**config.mk**
```make
export PLATFORM = sky130hd
export DESIGN_NAME = fb_scanout
export DESIGN_NICKNAME = d
export VERILOG_FILES = /design/src/rtl/fb_scanout.sv
export SDC_FILE = /design/constraint.sdc
export NUM_CORES = 1
export LEC_CHECK = 0
export ABC_AREA = 1
export CAP_MARGIN = 20
export CORE_ASPECT_RATIO = 1.75
export CORE_MARGIN = 2
export CORE_UTILIZATION = 50
export DETAILED_ROUTE_END_ITERATION = 8
export PLACE_DENSITY = 0.82
export SYNTH_ARGS = -nofsm -noshare
export SYNTH_HDL_FRONTEND = slang
export SYNTH_SLANG_ARGS = --single-unit
```
**constraint.sdc**
```tcl
create_clock -name Clock -period 5.1 [get_ports Clock]
set_input_delay 0.51 -clock Clock [delete_from_list [all_inputs] [get_ports Clock]]
set_output_delay 0.51 -clock Clock [all_outputs]
set_load 0.02 [all_outputs]
```
**src/rtl/fb_scanout.sv**
```systemverilog
`default_nettype none
// ============================================================================
// Module   : fb_scanout
// Purpose  : Framebuffer scan-out. Walks a 320x240 RGB332 buffer with 2x
//            pixel/line replication and delivers 4:4:4 colour to the driver.
// Revision : 1.0 - initial release
// ============================================================================
module fb_scanout #(
    parameter int          SRC_W        = 320,
    parameter int          SRC_H        = 240,
    parameter logic [31:0] BASE_ADDR    = 32'd0,
    parameter int          READ_LATENCY = 1
) (
    input  logic        Clock,
    input  logic        Reset_n,
    input  logic        FrameStart,
    input  logic        Active,
    output logic [31:0] MemAddress,
    input  logic [7:0]  MemData,
    output logic [3:0]  ColorR,
    output logic [3:0]  ColorG,
    output logic [3:0]  ColorB,
    output logic        ColorValid,
    output logic        Overrun
);

    localparam int c_col_w = (SRC_W > 1) ? $clog2(SRC_W) : 1;
    localparam int c_cnt_w = $clog2(2 * SRC_H + 1);

    localparam logic [c_col_w-1:0] c_col_last  = c_col_w'(SRC_W - 1);
    localparam logic [c_cnt_w-1:0] c_line_max  = c_cnt_w'(2 * SRC_H);
    localparam logic [c_cnt_w-1:0] c_line_last = c_cnt_w'(2 * SRC_H - 1);
    localparam logic [31:0]        c_line_step = 32'(SRC_W);

    logic [31:0]        r_line_base;
    logic [c_col_w-1:0] r_src_col;
    logic               r_half_pix;
    logic               r_line_odd;
    logic [c_cnt_w-1:0] r_line_cnt;
    logic               r_active_q;
    logic               r_overrun;

    logic [READ_LATENCY-1:0] r_act_pipe;
    logic [READ_LATENCY-1:0] r_force_pipe;

    logic               w_eol;
    logic               w_force;
    logic               w_act_d;
    logic               w_force_d;

    assign w_eol      = r_active_q & ~Active;
    assign w_force    = (r_line_cnt == c_line_max);
    assign w_act_d    = r_act_pipe[READ_LATENCY-1];
    assign w_force_d  = r_force_pipe[READ_LATENCY-1];

    assign MemAddress = r_line_base + 32'(r_src_col);
    assign Overrun    = r_overrun;

    // Address walker: one source pixel per two display pixels, one source
    // line per two display lines.
    always_ff @(posedge Clock) begin
        if (!Reset_n) begin
            r_line_base <= BASE_ADDR;
            r_src_col   <= '0;
            r_half_pix  <= 1'b0;
            r_line_odd  <= 1'b0;
            r_line_cnt  <= '0;
            r_active_q  <= 1'b0;
            r_overrun   <= 1'b0;
        end else begin
            r_active_q <= Active;
            if (FrameStart) begin
                r_line_base <= BASE_ADDR;
                r_src_col   <= '0;
                r_half_pix  <= 1'b0;
                r_line_odd  <= 1'b0;
                r_line_cnt  <= '0;
                r_overrun   <= 1'b0;
            end else if (w_eol) begin
                r_src_col  <= '0;
                r_half_pix <= 1'b0;
                r_line_odd <= ~r_line_odd;
                // Freeze the base on the last legal source line so overrun
                // lines never read past the buffer.
                if (r_line_odd && (r_line_cnt < c_line_last)) begin
                    r_line_base <= r_line_base + c_line_step;
                end
                if (r_line_cnt != c_line_max) begin
                    r_line_cnt <= r_line_cnt + 1'b1;
                end
            end else if (Active) begin
                r_half_pix <= ~r_half_pix;
                if (r_half_pix && (r_src_col != c_col_last)) begin
                    r_src_col <= r_src_col + 1'b1;
                end
                if (w_force) begin
                    r_overrun <= 1'b1;
                end
            end
        end
    end

    // Strobe alignment with the memory read latency.
    generate
        if (READ_LATENCY == 1) begin : g_pipe_single
            always_ff @(posedge Clock) begin
                if (!Reset_n) begin
                    r_act_pipe   <= '0;
                    r_force_pipe <= '0;
                end else begin
                    r_act_pipe   <= Active;
                    r_force_pipe <= w_force;
                end
            end
        end else begin : g_pipe_shift
            always_ff @(posedge Clock) begin
                if (!Reset_n) begin
                    r_act_pipe   <= '0;
                    r_force_pipe <= '0;
                end else begin
                    r_act_pipe   <= {r_act_pipe[READ_LATENCY-2:0], Active};
                    r_force_pipe <= {r_force_pipe[READ_LATENCY-2:0], w_force};
                end
            end
        end
    endgenerate

    always_ff @(posedge Clock) begin
        if (!Reset_n) begin
            ColorR     <= 4'h0;
            ColorG     <= 4'h0;
            ColorB     <= 4'h0;
            ColorValid <= 1'b0;
        end else begin
            ColorValid <= w_act_d;
            if (w_act_d && !w_force_d) begin
                ColorR <= {MemData[7:5], 1'b0};
                ColorG <= {MemData[4:2], 1'b0};
                ColorB <= {MemData[1:0], 2'b00};
            end else begin
                ColorR <= 4'h0;
                ColorG <= 4'h0;
                ColorB <= 4'h0;
            end
        end
    end

endmodule
`default_nettype wire

```
==> summary.txt <==
Clock tree
  • H-Tree Depth: 3
  • Clock slew at reported path FFs: 0.05 ns
  • CTS tree: yes
  • Clk sinks: 58
  • Hold buffer count at cts: 0
  • CTS buffer count: 9
  • PostCTS Resize Cnt: 0
  • Root Driver: clkbuf_16
  • CTS Buffer Depth: 2
  • Buffer count from post-CTS setup fixing: 0
  • Clk_lat worst skew: around 0.33 ns

Synthesis
  • Flops & latches, synth: 58
  • Distinct cells, synth: 36
  • Netlist Area Pre-Place: 3610 um2
  • Synthesized area per cell: approximately 6.7 um2
  • Ys Warns: 0
  • Asr flop ratio synth: 0
  • Dominant synthesized flop cell: dfxtp_1
  • Seq/Total Area, Yosys: 0.322
  • EDFF count, synth: 0
  • Mapped Cells: roughly 540

Critical path
  • CP Data Arrival Time: between 3 and 4 ns
  • Critical path launch point type: flop
  • Crit-path cells: ha_1 -> inv_1 -> fa_1 -> o21ai_2 -> nand2_2 -> nor2_1 -> nand2_1 -> xnor2_1 -> clkdlybuf4s50_1
  • WP data required: about 4.6 ns
  • Worst-path maximum fanout: 7
  • Critical path's slowest cell: clkdlybuf4s50_1
  • Crit end category: output pin
  • Crit path kind: reg2out
  • Crit-path max cell delay: roughly 0.62 ns

Placement
  • Final Wtd Congestion: 0.904
  • Hpwl dp: between 6 and 7 mm
  • Cell total after placement: 663
  • Number of I/O port buffers: 53
  • Cell Area, Placed: between 4000 and 5000 um2

Power
  • Combinational power share: 0.041
  • Switch Pwr: 228 uW
  • Sequential power share: 0.441
  • Max IR drop VDD: around 140 uV
  • PwrDens: around 240 nW/um2
  • Clock power frac: 0.518
  • Internal Pwr Total: about 810 uW
  • Pleak: between 1.5 and 2 nW
  • Sw frac: 0.219

Drt
  • Vias per cell: around 5.1
  • Residual DRC: 0
  • DR iter-0 viols: ~200
  • Vias: 3438
  • 1st-pass router iterations: 4
  • DR WL/cell: around 12 um
  • Routed wire length: approximately 8.5 mm
  • Final ANT Viol Nets: 0

Layout
  • Area delta synth->final: 21.3%
  • Diodes inserted: 0
  • Layout cells sized above 1: 0.0860
  • Non-filler cells, final: approximately 680
  • Final nets: approximately 610
  • Multi-input logic area: ~2000 um2
  • Register area: ~1200 um2
  • FILL cells: 638
  • Finished Core Util: 0.618
  • Design Area, Final: between 4000 and 5000 um2

Global routing
  • Vias in the first global route: about 3300
  • Remaining global-route overflow: 0
  • Global-route wire length before repair: between 10 and 15 mm
  • Total global-route track usage: 0.234
  • Largest net degree at the start of global routing: 33
  • Antenna violations before repair: 0

Timing
  • Tcrit/Tclk final: 0.695
  • Slew headroom: 0.442
  • Fin. max-slew vios: 0
  • TNS Setup: 0 ns
  • Skew final: around 0.011 ns
  • RSZ-0062 raised after global routing: false
  • Fin. Hold Viols: 0
  • Setup violators final: 0
  • Fmax: between 0.2 and 0.3 GHz
  • Min Tclk post-route: around 3.5 ns
  • Worst-Margin Slew: 0.838 ns
  • Fin Hold WS: around 0.45 ns

Floorplanning
  • Rows: 41
  • Die height: 116 um
  • Die Span X: approximately 70 um
  • Core Region: around 7100 um2
  • I/O pins: between 50 and 60
  • Initial Utilization: 0.509
  • DIE AREA: 7930 um2

Run
  • Max-cap violations: 0

Min path
  • Hold crit path type: reg2reg

Status
  • Status: finished clean
[cells by family after synthesis]
logic type,after synthesis,share of synthesized area
other cells,1,0.00104
compound gates,48,0.0753
buf+inv,97,0.122
simple gates,298,0.374
fa+ha+maj,8,0.0298
xor+xnor,31,0.0753
flops,58,0.322
[per-layer routing]
metal,GRT usage,vias to the layer above,part of all wire
met3,0.0501,25,0.049
li1,-,1744,-
met5,0,-,0
met1,0.231,1562,0.37
met4,0.144,0,0.038
met2,0.425,107,0.54
[cells in the final DEF (no fill, tap or decap), types with 2 or more instances in the layout]
cell type	synthesis	routed
a21oi_1	31	31
dfxtp_1	58	58
nand2_2	7	7
conb_1	1	4
clkbuf_16	0	9
nand2_1	136	136
nor3_1	4	4
clkdlybuf4s50_1	0	53
nand2_4	4	4
nor2_2	7	7
nor3_2	4	4
nor2_1	86	86
nor2_4	5	5
clkbuf_1	3	3
xnor2_1	6	6
o21ai_0	12	12
nand4_1	7	7
inv_2	3	3
nand3b_1	3	3
clkinv_2	0	3
ha_1	7	7
nand3_2	2	2
xor2_1	25	25
nand3_1	29	29
inv_1	72	72
[power by group through the flow]
stage / Sequential (mW) / Combinational (mW) / Clock, mW
6_report: 0.459 / 0.0428 / 0.539
5_1_grt: 0.459 / 0.0478 / 0.566
4_1_cts: 0.459 / 0.0432 / 0.544
3_5_place_dp: 0.469 / 0.0430 / 0
3_3_place_gp: 0.468 / 0.0421 / 0
2_1_floorplan: 0.471 / 0.0246 / 0
[through the flow]
step / worst slack (ns) / power (mW)
2_1_floorplan: 2.61 / 0.495
3_3_place_gp: 2.00 / 0.510
3_5_place_dp: 1.93 / 0.512
4_1_cts: 1.55 / 1.05
5_1_grt: 1.37 / 1.07
6_report: 1.55 / 1.04
[critical path, delay by kind of cell (launching register included)]
kind            cells  cell delay [ns]
flops               1             0.45
buf+inv             2             0.69
fa+ha+maj           2             0.65
xor+xnor            1             0.16
compound gates      1             0.34
simple gates        3             0.41
[registers in the layout (all words and copies together), names as in the netlist, 2 cells and up]
signal / cells
r_line_base: 26
r_src_col: 9
ColorR: 3
ColorG: 3
ColorB: 2
r_line_cnt: 9
[path summary, 6_finish.rpt]
check / start / end / slack, ns / cells after the start
worst max register to register: r_src_col[0] / r_src_col[1] / 2.93 / 7
worst min-delay path: Overrun / Overrun / 0.45 / 2
worst min register to register: Overrun / Overrun / 0.45 / 2
worst max-delay path: r_src_col[6] / MemAddress[24] / 1.55 / 9
[area by class of cell]
class,instances,share of cell area
inverter,76,0.0652
multi-input combinational,389,0.461
tap,86,0.0246
clock buffer,13,0.0572
clock inverter,3,0.00343
sequential,58,0.266
timing repair buffer,54,0.123
[cell usage after synthesis, types with 4 or more instances]
master / instances / area, um2
nor3_1: 4 / 20.0
nand2_1: 136 / 510
buf_4: 14 / 105
nor3_2: 4 / 40.0
nor2_2: 7 / 43.8
nor2_1: 86 / 323
xor2_1: 25 / 219
nand2_2: 7 / 43.8
nand3_1: 29 / 145
inv_1: 72 / 270
xnor2_1: 6 / 52.6
dfxtp_1: 58 / 1160
a21oi_1: 31 / 155
nand4_1: 7 / 43.8
nor2_4: 5 / 56.3
ha_1: 7 / 87.6
nand2_4: 4 / 45.0
o21ai_0: 12 / 60.1
Power figures use the tool's default switching activity.
